**src/rtl/axi4_lite_master_bridge.sv**
```systemverilog
`default_nettype none
`timescale 1ns/1ps
// axi4_lite_master_bridge: native valid/ready memory request to AXI4-lite master, one transaction in flight.
// Optional watchdog abort when AXI_BRIDGE_TIMEOUT_EN is defined (limit TIMEOUT_CYCLES).
module axi4_lite_master_bridge #(
    parameter int TIMEOUT_CYCLES = 1024
) (
    input  logic        clk,
    input  logic        resetn,
    input  logic        mem_valid,
    input  logic        mem_instr,
    input  logic [31:0] mem_addr,
    input  logic [31:0] mem_wdata,
    input  logic [3:0]  mem_wstrb,
    output logic        mem_ready,
    output logic [31:0] mem_rdata,
    output logic        mem_err,
    output logic        mem_axi_awvalid,
    input  logic        mem_axi_awready,
    output logic [31:0] mem_axi_awaddr,
    output logic [2:0]  mem_axi_awprot,
    output logic        mem_axi_wvalid,
    input  logic        mem_axi_wready,
    output logic [31:0] mem_axi_wdata,
    output logic [3:0]  mem_axi_wstrb,
    input  logic        mem_axi_bvalid,
    output logic        mem_axi_bready,
    output logic        mem_axi_arvalid,
    input  logic        mem_axi_arready,
    output logic [31:0] mem_axi_araddr,
    output logic [2:0]  mem_axi_arprot,
    input  logic        mem_axi_rvalid,
    output logic        mem_axi_rready,
    input  logic [31:0] mem_axi_rdata
);
    typedef enum logic [2:0] {IDLE, WADDR, WRESP, RADDR, RDATA, DONE} state_t;

    state_t      state_q, state_d;
    logic [31:0] addr_q, addr_d;
    logic [31:0] wdata_q, wdata_d;
    logic [3:0]  wstrb_q, wstrb_d;
    logic        instr_q, instr_d;
    logic        awvalid_q, awvalid_d;
    logic        wvalid_q, wvalid_d;
    logic        bready_q, bready_d;
    logic        arvalid_q, arvalid_d;
    logic        rready_q, rready_d;
    logic        ready_q, ready_d;
    logic        err_q, err_d;
    logic [31:0] rdata_q, rdata_d;

`ifdef AXI_BRIDGE_TIMEOUT_EN
    logic [31:0] cnt_q, cnt_d;
`else
    logic        w_unused_timeout;
    assign w_unused_timeout = (TIMEOUT_CYCLES > 0);
`endif

    always_comb begin
        state_d   = state_q;
        addr_d    = addr_q;
        wdata_d   = wdata_q;
        wstrb_d   = wstrb_q;
        instr_d   = instr_q;
        awvalid_d = awvalid_q;
        wvalid_d  = wvalid_q;
        bready_d  = bready_q;
        arvalid_d = arvalid_q;
        rready_d  = rready_q;
        rdata_d   = rdata_q;
        ready_d   = 1'b0;
        err_d     = 1'b0;
        case (state_q)
            IDLE: begin
                if (mem_valid) begin
                    addr_d  = mem_addr;
                    wdata_d = mem_wdata;
                    wstrb_d = mem_wstrb;
                    instr_d = mem_instr;
                    if (|mem_wstrb) begin
                        state_d   = WADDR;
                        awvalid_d = 1'b1;
                        wvalid_d  = 1'b1;
                    end else begin
                        state_d   = RADDR;
                        arvalid_d = 1'b1;
                    end
                end
            end
            WADDR: begin
                // AW and W retire independently; move on once neither is outstanding
                if (awvalid_q && mem_axi_awready) awvalid_d = 1'b0;
                if (wvalid_q && mem_axi_wready)   wvalid_d  = 1'b0;
                if (!awvalid_d && !wvalid_d) begin
                    state_d  = WRESP;
                    bready_d = 1'b1;
                end
            end
            WRESP: begin
                if (mem_axi_bvalid) begin
                    bready_d = 1'b0;
                    state_d  = DONE;
                    ready_d  = 1'b1;
                end
            end
            RADDR: begin
                if (mem_axi_arready) begin
                    arvalid_d = 1'b0;
                    rready_d  = 1'b1;
                    state_d   = RDATA;
                end
            end
            RDATA: begin
                if (mem_axi_rvalid) begin
                    rdata_d  = mem_axi_rdata;
                    rready_d = 1'b0;
                    state_d  = DONE;
                    ready_d  = 1'b1;
                end
            end
            DONE: begin
                // mem_valid deliberately ignored here so a held request is not re-issued
                state_d = IDLE;
            end
            default: state_d = IDLE;
        endcase
`ifdef AXI_BRIDGE_TIMEOUT_EN
        cnt_d = '0;
        if (state_q != IDLE && state_q != DONE) begin
            cnt_d = cnt_q + 32'd1;
            if (cnt_d == 32'(TIMEOUT_CYCLES - 1)) begin
                awvalid_d = 1'b0;
                wvalid_d  = 1'b0;
                bready_d  = 1'b0;
                arvalid_d = 1'b0;
                rready_d  = 1'b0;
                state_d   = DONE;
                ready_d   = 1'b1;
                err_d     = 1'b1;
                rdata_d   = '0;
            end
        end
`endif
    end

    always_ff @(posedge clk or negedge resetn) begin
        if (!resetn) begin
            state_q   <= IDLE;
            addr_q    <= '0;
            wdata_q   <= '0;
            wstrb_q   <= '0;
            instr_q   <= 1'b0;
            awvalid_q <= 1'b0;
            wvalid_q  <= 1'b0;
            bready_q  <= 1'b0;
            arvalid_q <= 1'b0;
            rready_q  <= 1'b0;
            ready_q   <= 1'b0;
            err_q     <= 1'b0;
            rdata_q   <= '0;
        end else begin
            state_q   <= state_d;
            addr_q    <= addr_d;
            wdata_q   <= wdata_d;
            wstrb_q   <= wstrb_d;
            instr_q   <= instr_d;
            awvalid_q <= awvalid_d;
            wvalid_q  <= wvalid_d;
            bready_q  <= bready_d;
            arvalid_q <= arvalid_d;
            rready_q  <= rready_d;
            ready_q   <= ready_d;
            err_q     <= err_d;
            rdata_q   <= rdata_d;
        end
    end

`ifdef AXI_BRIDGE_TIMEOUT_EN
    always_ff @(posedge clk or negedge resetn) begin
        if (!resetn) cnt_q <= '0;
        else         cnt_q <= cnt_d;
    end
`endif

    assign mem_ready       = ready_q;
    assign mem_rdata       = rdata_q;
    assign mem_err         = err_q;
    assign mem_axi_awvalid = awvalid_q;
    assign mem_axi_awaddr  = addr_q;
    assign mem_axi_awprot  = 3'b000;
    assign mem_axi_wvalid  = wvalid_q;
    assign mem_axi_wdata   = wdata_q;
    assign mem_axi_wstrb   = wstrb_q;
    assign mem_axi_bready  = bready_q;
    assign mem_axi_arvalid = arvalid_q;
    assign mem_axi_araddr  = addr_q;
    assign mem_axi_arprot  = {instr_q, 2'b00};
    assign mem_axi_rready  = rready_q;
endmodule
`default_nettype wire
```
**config.mk**
```make
export PLATFORM = sky130hd
export DESIGN_NAME = axi4_lite_master_bridge
export DESIGN_NICKNAME = d
export VERILOG_FILES = /design/src/rtl/axi4_lite_master_bridge.sv
export SDC_FILE = /design/constraint.sdc
export NUM_CORES = 1
export LEC_CHECK = 0
export CORE_AREA = 2 2 113 115
export DETAILED_ROUTE_END_ITERATION = 8
export DIE_AREA = 0 0 115 117
export GPL_TIMING_DRIVEN = 0
export MAX_ROUTING_LAYER = met4
export PLACE_DENSITY = 0.8
export SLEW_MARGIN = 0
export SYNTH_ARGS = -nofsm -noshare
export SYNTH_HDL_FRONTEND = slang
export SYNTH_SLANG_ARGS = --single-unit
```
**constraint.sdc**
```tcl
create_clock -name clk -period 2.3 [get_ports clk]
set_input_delay 0.46 -clock clk [delete_from_list [all_inputs] [get_ports clk]]
set_output_delay 0.46 -clock clk [all_outputs]
set_load 0.03 [all_outputs]
```
-- After elaboration in Yosys (flattened, before gate mapping)
Cells that the tools add are included.
- register bits after elaboration: 110
- output and inout bits: 145
- word-level logic and storage cells: 69
- eq/ne operators: 11
- mux-type cells: 28
- reductions and logical operators: 18
- operators by type and width (operator ; number):
    $mux W1 ; 15
    $mux W3 ; 5
    $pmux W3 S5 ; 1
    $ne A2 B2 Y1 const B ; 7
    $pmux W1 S2 ; 6
    $reduce_and A3 Y1 ; 3
    $reduce_bool A2 Y1 ; 4
    $eq A3 B2 Y1 const B ; 2
    $reduce_and A5 Y1 ; 1
    $reduce_and A2 Y1 ; 2
    $reduce_and A4 Y1 ; 1
    $reduce_or A4 Y1 ; 1
    $eq A3 B1 Y1 const B ; 1
    $eq A3 B3 Y1 const B ; 1
    $logic_and A1 B1 Y1 ; 3
    $logic_not A3 Y1 ; 1
    $logic_not A1 Y1 ; 2
    $mux W2 ; 1

-- Depth between registers and ports, before layout
Gate-level depths: netlist (run 1).
- depth in word-level cells: 7
- gate-level depth with buffers: 5
- depth with buffers taken out: 3

-- Worst setup path after synthesis (run 1)
No wires, ideal clock.
- kind: register to register
- start point: register state_q[2]
- end point: register instr_q
- arrival: 1.559 ns
- data required time: 2.175 ns
- slack: 0.616 ns
- stages on the path, launching flop included: 5
- buffers on the path: 2
- cell sequence: dfrtp_1 buf_6 nor4b_4 buf_6 mux2_4
- longest elaborated chain between the ends: 2
- ends and longest elaborated chain (item ; RTL line ; text):
    start: declaration ; 38 ; state_t state_q, state_d;
    start signal: assignment ; 162 ; state_q <= state_d;
    $logic_not A3 Y1 ; 73 ; case (state_q)
    $reduce_and A2 Y1 (no line) ; n/a ;
    end signal: assignment ; 166 ; instr_q <= instr_d;
    end: declaration ; 42 ; logic instr_q, instr_d;
Every way passes these cells.
A chain may end at the register's enable or synchronous reset.

-- Worst setup path after layout (run 1)
- start point: input port mem_valid
- end point: register addr_q[7], in the netlist mem_axi_araddr[7]
- longest elaborated chain between the ends: 1
- ends and longest elaborated chain (item ; RTL line ; text):
    start: declaration ; 10 ; input logic mem_valid,
    $reduce_and A2 Y1 (no line) ; n/a ;
    end signal: assignment ; 163 ; addr_q <= addr_d;
    end: declaration ; 39 ; logic [31:0] addr_q, addr_d;
Every way passes these cells.

==> flow_metrics.env, run 1 <==
export IMPL_status="complete, no violations"
export IMPL_max_slew_margin_rel_pct=40.5
export IMPL_cts_root_buf="clkbuf_16"
export IMPL_htreeDepth=3
export IMPL_ant_nets=0
export IMPL_cts_buffers=9
export IMPL_setup_slack_ns=0.272
export IMPL_synthCells=302
export IMPL_cp_arrival_ns=2.25
export IMPL_critPathKind="primary input to flip-flop"
export IMPL_cts_tree="built"
export IMPL_clkTransAtPathRegs_ns=0.07
export IMPL_synthSimpleGateAreaFrac_pct=3.07
export IMPL_grt_overflow=0
export IMPL_wl_per_cell_um=16.6
export IMPL_antenna_cells=0
export IMPL_mostFrequentLayoutCell="clkdlybuf4s50_1"
export IMPL_period_share_pct=88.2
export IMPL_finalCriticalPeriod_ns=2.03
export IMPL_synth_top_family_by_area="multiplexers"
export IMPL_fp_dieW_um=115
export IMPL_crit_family="buffers and inverters"
export IMPL_slew_viol_final=0
export IMPL_grt_pass1_wl_um=17900
export IMPL_hp_class="primary input to asynchronous set/reset pin"
export IMPL_drv_cap=0
export IMPL_crit_required_ns=2.52
export IMPL_dp_cells=705
export IMPL_synth_compound_area_share_pct=1.46
export IMPL_power_density_nw_per_um2=1670
export IMPL_syn_to_final_growth_pct=62.2
export IMPL_yosysWarnings=0
export IMPL_place_congestion=0.730
export IMPL_crit_path_start_kind="primary input"
export IMPL_die_area_um2=13500
export IMPL_antenna_found_initial=0
export IMPL_hold_viol=0
export IMPL_leakagePower_nw=3.43
export IMPL_clkLatencyLatePin_ns=0.34
export IMPL_max_slew_worst_pin_slew_ns=0.892
export IMPL_muxShareOfSynthArea_pct=29.5
export IMPL_synth_fa_ha_area_share_pct=0
export IMPL_coreArea_um2=12300
export IMPL_wirelength_um=12000
export IMPL_peakVddDrop_mv=0.797
export IMPL_synth_seq_cells=110
export IMPL_yosysSeqAreaShare_pct=57.2
export IMPL_grt_max_degree=73
export IMPL_cts_path_max_buffers=2
export IMPL_synth_cell_types=27
export IMPL_dr_pass1_iters=4
export IMPL_slowest_delay_ns=0.71
export IMPL_via_per_inst=4.53
export IMPL_place_ws_ns=-0.125
export IMPL_worst_path_max_fanout=10
export IMPL_mostFrequentLayoutCells="clkdlybuf4s50_1 (246), dfrtp_1 (110), mux2_4 (69)"
export IMPL_synth_xor_area_share_pct=0
export IMPL_slowest_stage="nor4b_4"
export IMPL_drt_initial_drc_count=147
export IMPL_drc=0
export IMPL_die_h_um=117
export IMPL_cts_hold_buffers=0
export IMPL_max_freq_mhz=493
export IMPL_syn_area_um2=4810
export IMPL_nFillCells=932
export IMPL_vias=3269
export IMPL_end_kind="flip-flop"
export IMPL_cp_cell_sequence="clkdlybuf4s50_1, nor4b_4, buf_6, mux2_4"
export IMPL_initial_core_util_pct=39.1
export IMPL_drive_gt1_share_pct=29.9
export IMPL_ctsResizeCount=0
export IMPL_portBuffers=247
export IMPL_num_rows=41
export IMPL_grt_pass1_vias=3479
export IMPL_grt_usage_pct=18.0
export IMPL_fin_skew_ns=0.00552
export IMPL_path_buf_inv=2
export IMPL_syn_area_per_cell_um2=15.9
export IMPL_fin_cells=721
export IMPL_post_cts_buffers=0
export IMPL_setup_viol=0
export IMPL_nets=675
export IMPL_ioPinCount=254
export IMPL_hpwl_um=9260
export IMPL_rsz0062_at_grt="no"
export IMPL_setup_tns_ns=0
export IMPL_cts_sinks=110
==> metal layers <==
| layer | global-route usage [%] | wire length (µm) | up-vias |
|---|---|---|---|
| met1 | 21.0 | 4760 | 1596 |
| met4 | 6.51 | 198 | 0 |
| met3 | 4.02 | 758 | 14 |
| met2 | 30.5 | 6240 | 139 |
| li1 | - | - | 1520 |
| met5 | - | 0 | - |
==> final timing paths <==
| check | start | end | slack, ns | depth (start not counted) |
|---|---|---|---|---|
| min reg2reg | mem_rdata[27] | mem_rdata[27] | 0.51 | 1 |
| max reg2reg | state_q[2] | mem_axi_araddr[7] | 0.31 | 4 |
| min in group clk | mem_rdata[27] | mem_rdata[27] | 0.51 | 1 |
| max in group asynchronous | resetn | mem_rdata[28] | 1.33 | 2 |
| max | mem_valid | mem_axi_araddr[7] | 0.27 | 4 |
| min | resetn | mem_axi_wdata[2] | 0.25 | 1 |
==> layout make-up <==
type	count	area (µm²)	share of cell area, %
Tap cell	150	188	2.41
Timing Repair Buffer	248	2490	31.9
Buffer	52	414	5.31
Clock inverter	4	27.5	0.353
Multi-Input combinational cell	144	1660	21.2
Inverter	1	3.75	0.0481
Clock buffer	12	267	3.42
Sequential cell	110	2750	35.3
==> flip-flops by register name (all words and copies together), names as in the netlist, 3 cells and up <==
register        cells
state_q             3
mem_axi_wstrb       4
mem_axi_araddr     32
mem_axi_wdata      32
mem_rdata          32
==> through the flow <==
step / hold WS, ns / power [mW] / area, µm² / utilization (%)
2_1_floorplan: 0.164 / 8.46 / 4830 / -
3_3_place_gp: 0.490 / 11.4 / 7490 / 60.8
3_5_place_dp: 0.494 / 11.6 / 7500 / 61.0
4_1_cts: 0.268 / 13.2 / 7800 / 63.3
5_1_grt: 0.316 / 13.7 / 7800 / 63.3
6_report: 0.248 / 13.0 / 7800 / 63.3
==> synth_stat cells, drive strengths merged <==
cell type	number	share of area (%)
nor4b	1	0.49
o21ai	3	0.31
dfrtp	110	57
a2111oi	1	0.18
clkbuf	1	0.078
nand2b	5	0.65
or4	1	0.16
nor2	4	0.31
conb	1	0.078
nand4	1	0.13
buf	51	8.5
nor2b	1	0.13
nand3b	2	0.31
nand3	3	0.31
a21oi	2	0.21
o2bb2ai	1	0.18
nor3	2	0.21
nor4	1	0.13
mux2	101	29
a31oi	2	0.26
mux2i	2	0.42
nand2	3	0.23
a21o	2	0.31
inv	1	0.078
==> logic make-up (layout without fill, tap and decap cells) <==
group           count (synthesis)  in the layout
compound gates                 11             11
buf+inv                        53            317
flops                         110            110
mux                           103            103
other cells                     1              6
simple gates                   24             24
==> power by group <==
group / switching, mW / internal [mW]
logic: 3.92 / 4.05
registers: 0.654 / 2.91
clock network: 0.676 / 0.826
(Power assumes the default switching activity.)
==> run 2: changes to the inputs <==
--- a/config.mk
+++ b/config.mk
@@ -5,12 +5,12 @@
 export SDC_FILE = /design/constraint.sdc
 export NUM_CORES = 1
 export LEC_CHECK = 0
-export CORE_AREA = 2 2 113 115
+export CORE_AREA = 2 2 109 111
 export DETAILED_ROUTE_END_ITERATION = 8
-export DIE_AREA = 0 0 115 117
+export DIE_AREA = 0 0 111 113
 export GPL_TIMING_DRIVEN = 0
 export MAX_ROUTING_LAYER = met4
-export PLACE_DENSITY = 0.8
+export PLACE_DENSITY = 0.93
 export SLEW_MARGIN = 0
 export SYNTH_ARGS = -nofsm -noshare
 export SYNTH_HDL_FRONTEND = slang
==> constraint.sdc (replaced) <==
create_clock -name clk -period 2.5 [get_ports clk]
set_input_delay 0.5 -clock clk [delete_from_list [all_inputs] [get_ports clk]]
set_output_delay 0.5 -clock clk [all_outputs]
set_load 0.03 [all_outputs]
==> run 2 against run 1 <==
Effect of this change:
- cell count down 0.97%
- via count rose by 0.92%
- non-clock buffer count is the same
- setup slack gained 0.21 ns
- count of clock-buffer cells in the layout grew 1
- cell area hardly changed
- die area down 6.8%
- hold slack worse by 0.054 ns
- global-route usage rose by 2.0 points
- power fell by 7.5%
- sequential share of layout area about the same
- highest routed layer unchanged
==> flow_metrics.env, run 2 (synthesis results as in run 1) <==
export IMPL_ant_nets=0
export IMPL_mostFrequentLayoutCell="clkdlybuf4s50_1"
export IMPL_seq_power_share_pct=27.3
export IMPL_fp_dieW_um=111
export IMPL_fin_cells=714
export IMPL_htreeDepth=3
export IMPL_num_rows=39
export IMPL_layout_area_seq_um2=2750
export IMPL_setup_viol=0
export IMPL_power_mw=12.1
export IMPL_period_share_pct=80.7
export IMPL_max_slew_worst_pin_slew_ns=0.764
export IMPL_slew_viol_final=0
export IMPL_die_h_um=113
export IMPL_end_kind="flip-flop"
export IMPL_rsz0062_at_grt="no"
export IMPL_wl_per_cell_um=16.8
export IMPL_pwr_share_clk_pct=11.9
export IMPL_cts_path_max_buffers=2
export IMPL_nFillCells=773
export IMPL_worst_path_max_fanout=10
export IMPL_grt_overflow=0
export IMPL_dp_cells=698
export IMPL_die_area_um2=12500
export IMPL_drc=0
export IMPL_dr_pass1_iters=4
export IMPL_ctsResizeCount=0
export IMPL_critPathKind="primary input to flip-flop"
export IMPL_mostFrequentLayoutCells="clkdlybuf4s50_1 (246), dfrtp_1 (110), mux2_4 (69)"
export IMPL_cts_hold_buffers=0
export IMPL_via_per_inst=4.62
export IMPL_post_cts_buffers=0
export IMPL_grt_max_degree=59
export IMPL_cts_buffers=9
export IMPL_ioPinCount=254
export IMPL_coreArea_um2=11300
export IMPL_fin_skew_ns=0.00667
export IMPL_place_congestion=0.806
export IMPL_antenna_found_initial=0
export IMPL_finalCriticalPeriod_ns=2.02
export IMPL_cts_root_buf="clkbuf_16"
export IMPL_wirelength_um=12000
export IMPL_drt_initial_drc_count=94
export IMPL_hp_class="primary input to asynchronous set/reset pin"
export IMPL_leakagePower_nw=3.43
export IMPL_hold_viol=0
export IMPL_status="complete, no violations"
export IMPL_grt_usage_pct=19.9
export IMPL_comb_power_share_pct=60.8
export IMPL_cts_tree="built"
export IMPL_hpwl_um=9280
export IMPL_clkTransAtPathRegs_ns=0.07
export IMPL_syn_to_final_growth_pct=62.3
export IMPL_clkLatencyLatePin_ns=0.34
export IMPL_switching_power_mw=4.82
export IMPL_max_slew_margin_rel_pct=48.8
export IMPL_vias=3299
export IMPL_nets=675
export IMPL_crit_required_ns=2.72
export IMPL_crit_path_start_kind="primary input"
export IMPL_grt_pass1_vias=3680
export IMPL_intPower_mw=7.24
export IMPL_cts_sinks=110
export IMPL_multi_input_area_um2=1660
export IMPL_portBuffers=247
export IMPL_peakVddDrop_mv=1.01
export IMPL_max_freq_mhz=496
export IMPL_drv_cap=0
export IMPL_cp_arrival_ns=2.24
export IMPL_antenna_cells=0
export IMPL_power_density_nw_per_um2=1550
export IMPL_initial_core_util_pct=42.7
export IMPL_postLayoutCoreUtil_pct=69.3
export IMPL_switching_share_pct=40.0
export IMPL_grt_pass1_wl_um=19100
export IMPL_drive_gt1_share_pct=29.6
## run 2: cell types whose count changed in the layout (fill, tap and decap cells not counted)
cell and delta:
bufinv_16 +1, inv_6 -1, clkinv_2 -1, clkbuf_8 -1, buf_16 +1, clkinv_4 -1, clkinvlp_4 +1, clkbuf_1 +2
buf_12 -1
## run 2: path summary, 6_finish.rpt
| path | start | end | slack (ns) | cells past startpoint |
|---|---|---|---|---|
| max in group asynchronous | resetn | mem_rdata[31] | 1.59 | 2 |
| max reg2reg | state_q[2] | mem_axi_araddr[14] | 0.57 | 4 |
| min in group clk | mem_rdata[27] | mem_rdata[27] | 0.51 | 1 |
| max | mem_valid | mem_axi_araddr[14] | 0.48 | 4 |
| min reg2reg | mem_rdata[27] | mem_rdata[27] | 0.51 | 1 |
| min | resetn | mem_axi_wdata[4] | 0.19 | 1 |
## run 2: layer usage
metal | GRT usage, % | vias to the layer above | share of wire [%]
li1 | - | 1523 | -
met1 | 22.6 | 1614 | 39
met5 | - | - | 0
met3 | 4.12 | 23 | 5.4
met2 | 35.2 | 139 | 54
met4 | 7.08 | 0 | 2.0
## run 2: power groups by stage
stage	clock, mW	combinational [mW]	sequential, mW
2_1_floorplan	0	2.85	4.93
3_3_place_gp	0	7.26	3.25
3_5_place_dp	0	7.39	3.30
4_1_cts	1.48	7.41	3.31
5_1_grt	1.55	7.64	3.41
6_report	1.43	7.34	3.29
## run 2: through the flow
| step | hold WS (ns) | area, µm² | setup TNS, ns | setup slack, ns |
|---|---|---|---|---|
| 2_1_floorplan | 0.204 | 4830 | 0 | 0.816 |
| 5_1_grt | 0.241 | 7810 | 0 | 0.414 |
| 6_report | 0.194 | 7810 | 0 | 0.482 |
| 3_5_place_dp | 0.495 | 7500 | 0 | 0.112 |
| 4_1_cts | 0.212 | 7810 | 0 | 0.457 |
| 3_3_place_gp | 0.490 | 7480 | -323.03 | -2.94 |
## run 2: area by class of cell
class | instances | area share [%]
sequential | 110 | 35.3
timing repair buffer | 248 | 32.0
multi-input combinational | 144 | 21.2
buffer | 52 | 5.31
clock buffer | 13 | 3.33
tap | 143 | 2.29
clock inverter | 3 | 0.545
inverter | 1 | 0.0481
## run 2: worst max-delay path: stages
cell and delay [ns]:
clkdlybuf4s50_1 0.49, nor4b_4 0.65, buf_6 0.28, mux2_4 0.32
==> run 3: changes to the inputs <==
--- a/config.mk
+++ b/config.mk
@@ -5,12 +5,12 @@
 export SDC_FILE = /design/constraint.sdc
 export NUM_CORES = 1
 export LEC_CHECK = 0
-export CORE_AREA = 2 2 109 111
+export CORE_AREA = 2 2 113 115
 export DETAILED_ROUTE_END_ITERATION = 8
-export DIE_AREA = 0 0 111 113
+export DIE_AREA = 0 0 115 117
 export GPL_TIMING_DRIVEN = 0
 export MAX_ROUTING_LAYER = met4
-export PLACE_DENSITY = 0.93
+export PLACE_DENSITY = 0.87
 export SLEW_MARGIN = 0
 export SYNTH_ARGS = -nofsm -noshare
 export SYNTH_HDL_FRONTEND = slang
==> constraint.sdc (replaced) <==
create_clock -name clk -period 2.09 [get_ports clk]
set_input_delay 0.418 -clock clk [delete_from_list [all_inputs] [get_ports clk]]
set_output_delay 0.418 -clock clk [all_outputs]
set_load 0.03 [all_outputs]
==> run 3 against run 2 <==
Effect of this change:
- via count barely moved
- register-to-register slack got worse by 0.39 ns
- routed wire length rose by 1.0%
- cell area rose by 0.72%
- first-iteration DRC count rose by 37%
- setup slack got worse by 0.33 ns
- die area rose by 7.3%
- critical path type is now flip-flop to output port
- highest routed layer unchanged
==> flow_metrics.env, run 3 (synthesis results as in run 1) <==
export IMPL_num_rows=41
export IMPL_period_share_pct=92.8
export IMPL_crit_required_ns=1.67
export IMPL_worst_path_max_fanout=3
export IMPL_hpwl_um=9350
export IMPL_slowest_stage="clkdlybuf4s50_1"
export IMPL_portBuffers=247
export IMPL_max_slew_margin_rel_pct=40.9
export IMPL_nets=677
export IMPL_hold_viol=0
export IMPL_cp_cell_sequence="buf_4, clkdlybuf4s50_1"
export IMPL_setup_viol=0
export IMPL_die_h_um=117
export IMPL_setup_slack_ns=0.151
export IMPL_grt_max_degree=70
export IMPL_wirelength_um=12100
export IMPL_fp_dieW_um=115
export IMPL_mostFrequentLayoutCells="clkdlybuf4s50_1 (246), dfrtp_1 (110), mux2_4 (69)"
export IMPL_slew_viol_final=0
export IMPL_ant_nets=0
export IMPL_hold_slack_ns=0.188
export IMPL_fin_cells=723
export IMPL_syn_to_final_growth_pct=63.5
export IMPL_hp_class="primary input to asynchronous set/reset pin"
export IMPL_multi_input_area_um2=1660
export IMPL_peakVddDrop_mv=0.880
export IMPL_vias=3301
export IMPL_place_ws_ns=-0.285
export IMPL_ioPinCount=254
export IMPL_dp_cells=705
export IMPL_coreArea_um2=12300
export IMPL_htreeDepth=3
export IMPL_end_kind="output port"
export IMPL_via_per_inst=4.57
export IMPL_drt_initial_drc_count=129
export IMPL_grt_overflow=0
export IMPL_drive_gt1_share_pct=30.2
export IMPL_clkTransAtPathRegs_ns=0.07
export IMPL_antenna_found_initial=0
export IMPL_power_mw=14.7
export IMPL_max_slew_worst_pin_slew_ns=0.887
export IMPL_drv_cap=0
export IMPL_rsz0062_at_grt="no"
export IMPL_nFillCells=913
export IMPL_leakagePower_nw=3.46
export IMPL_antenna_cells=0
export IMPL_grt_pass1_vias=3437
export IMPL_cp_arrival_ns=1.52
export IMPL_die_area_um2=13500
export IMPL_dr_pass1_iters=4
export IMPL_grt_usage_pct=18.3
export IMPL_max_freq_mhz=516
export IMPL_place_congestion=0.743
export IMPL_clkLatencyLatePin_ns=0.34
export IMPL_grt_pass1_wl_um=18500
export IMPL_wl_per_cell_um=16.8
export IMPL_initial_core_util_pct=39.1
export IMPL_cts_path_max_buffers=2
export IMPL_critPathKind="flip-flop to output port"
export IMPL_status="complete, no violations"
export IMPL_finalCriticalPeriod_ns=1.94
export IMPL_cts_sinks=110
export IMPL_mostFrequentLayoutCell="clkdlybuf4s50_1"
export IMPL_postLayoutCoreUtil_pct=63.9
export IMPL_cts_root_buf="clkbuf_16"
export IMPL_crit_path_start_kind="flip-flop"
export IMPL_cts_tree="built"
export IMPL_drc=0
export IMPL_fin_skew_ns=0.00649
export IMPL_cts_hold_buffers=0
export IMPL_cts_buffers=9
export IMPL_power_density_nw_per_um2=1870
export IMPL_layout_area_seq_um2=2750
export IMPL_slowest_delay_ns=0.67
run 3: critical path, delay by kind of cell (launching register included):
family	cells	cell delay, ns
buffers and inverters	2	0.79
DFF	1	0.39
run 3: path summary, 6_finish.rpt:
path                       cells after the start            endpoint  slack [ns]               start
max reg2reg                                    5        mem_rdata[9]        0.18          state_q[1]
max in group asynchronous                      2    mem_axi_wdata[9]        1.19              resetn
min reg2reg                                    1       mem_rdata[28]        0.51       mem_rdata[28]
min                                            1   mem_axi_araddr[0]        0.19              resetn
max                                            2  mem_axi_awaddr[27]        0.15  mem_axi_araddr[27]
min in group clk                               1       mem_rdata[28]        0.51       mem_rdata[28]
run 3: what timing repair did:
item | CTS | global route
resized for setup | 0 | 0
endpoints found under the setup margin | 0 | 69
setup buffers | 0 | 2
run 3: per-layer routing:
metal | part of all wire (%) | vias to the layer above | global-route usage, % | wire [µm]
li1 | - | 1531 | - | -
met1 | 40 | 1619 | 21.3 | 4840
met2 | 52 | 132 | 31.6 | 6320
met3 | 6.0 | 19 | 3.71 | 725
met4 | 1.9 | 0 | 6.75 | 233
met5 | 0 | - | - | 0
run 3: through the flow:
step                cell area, µm²  TNS (ns)
finish                        7860         0
global route                  7860         0
CTS                           7850         0
detailed placement            7500    -22.11
global placement              7490   -388.19
floorplan                     4830         0
run 3: layout make-up:
class	count	share of cell area, %
inverter	1	0.0477
buffer	52	5.27
sequential	110	35.0
timing repair buffer	250	31.9
clock buffer	12	3.39
tap	150	2.39
clock inverter	4	0.971
multi-input combinational	144	21.1
run 3: power by group:
group	leakage (nW)	total [mW]	switching, mW	internal (mW)
Sequential	1.31	3.93	0.727	3.21
Clock	0.165	1.92	0.762	1.15
Combinational	1.99	8.82	4.34	4.48
Total	3.46	14.7	5.83	8.84
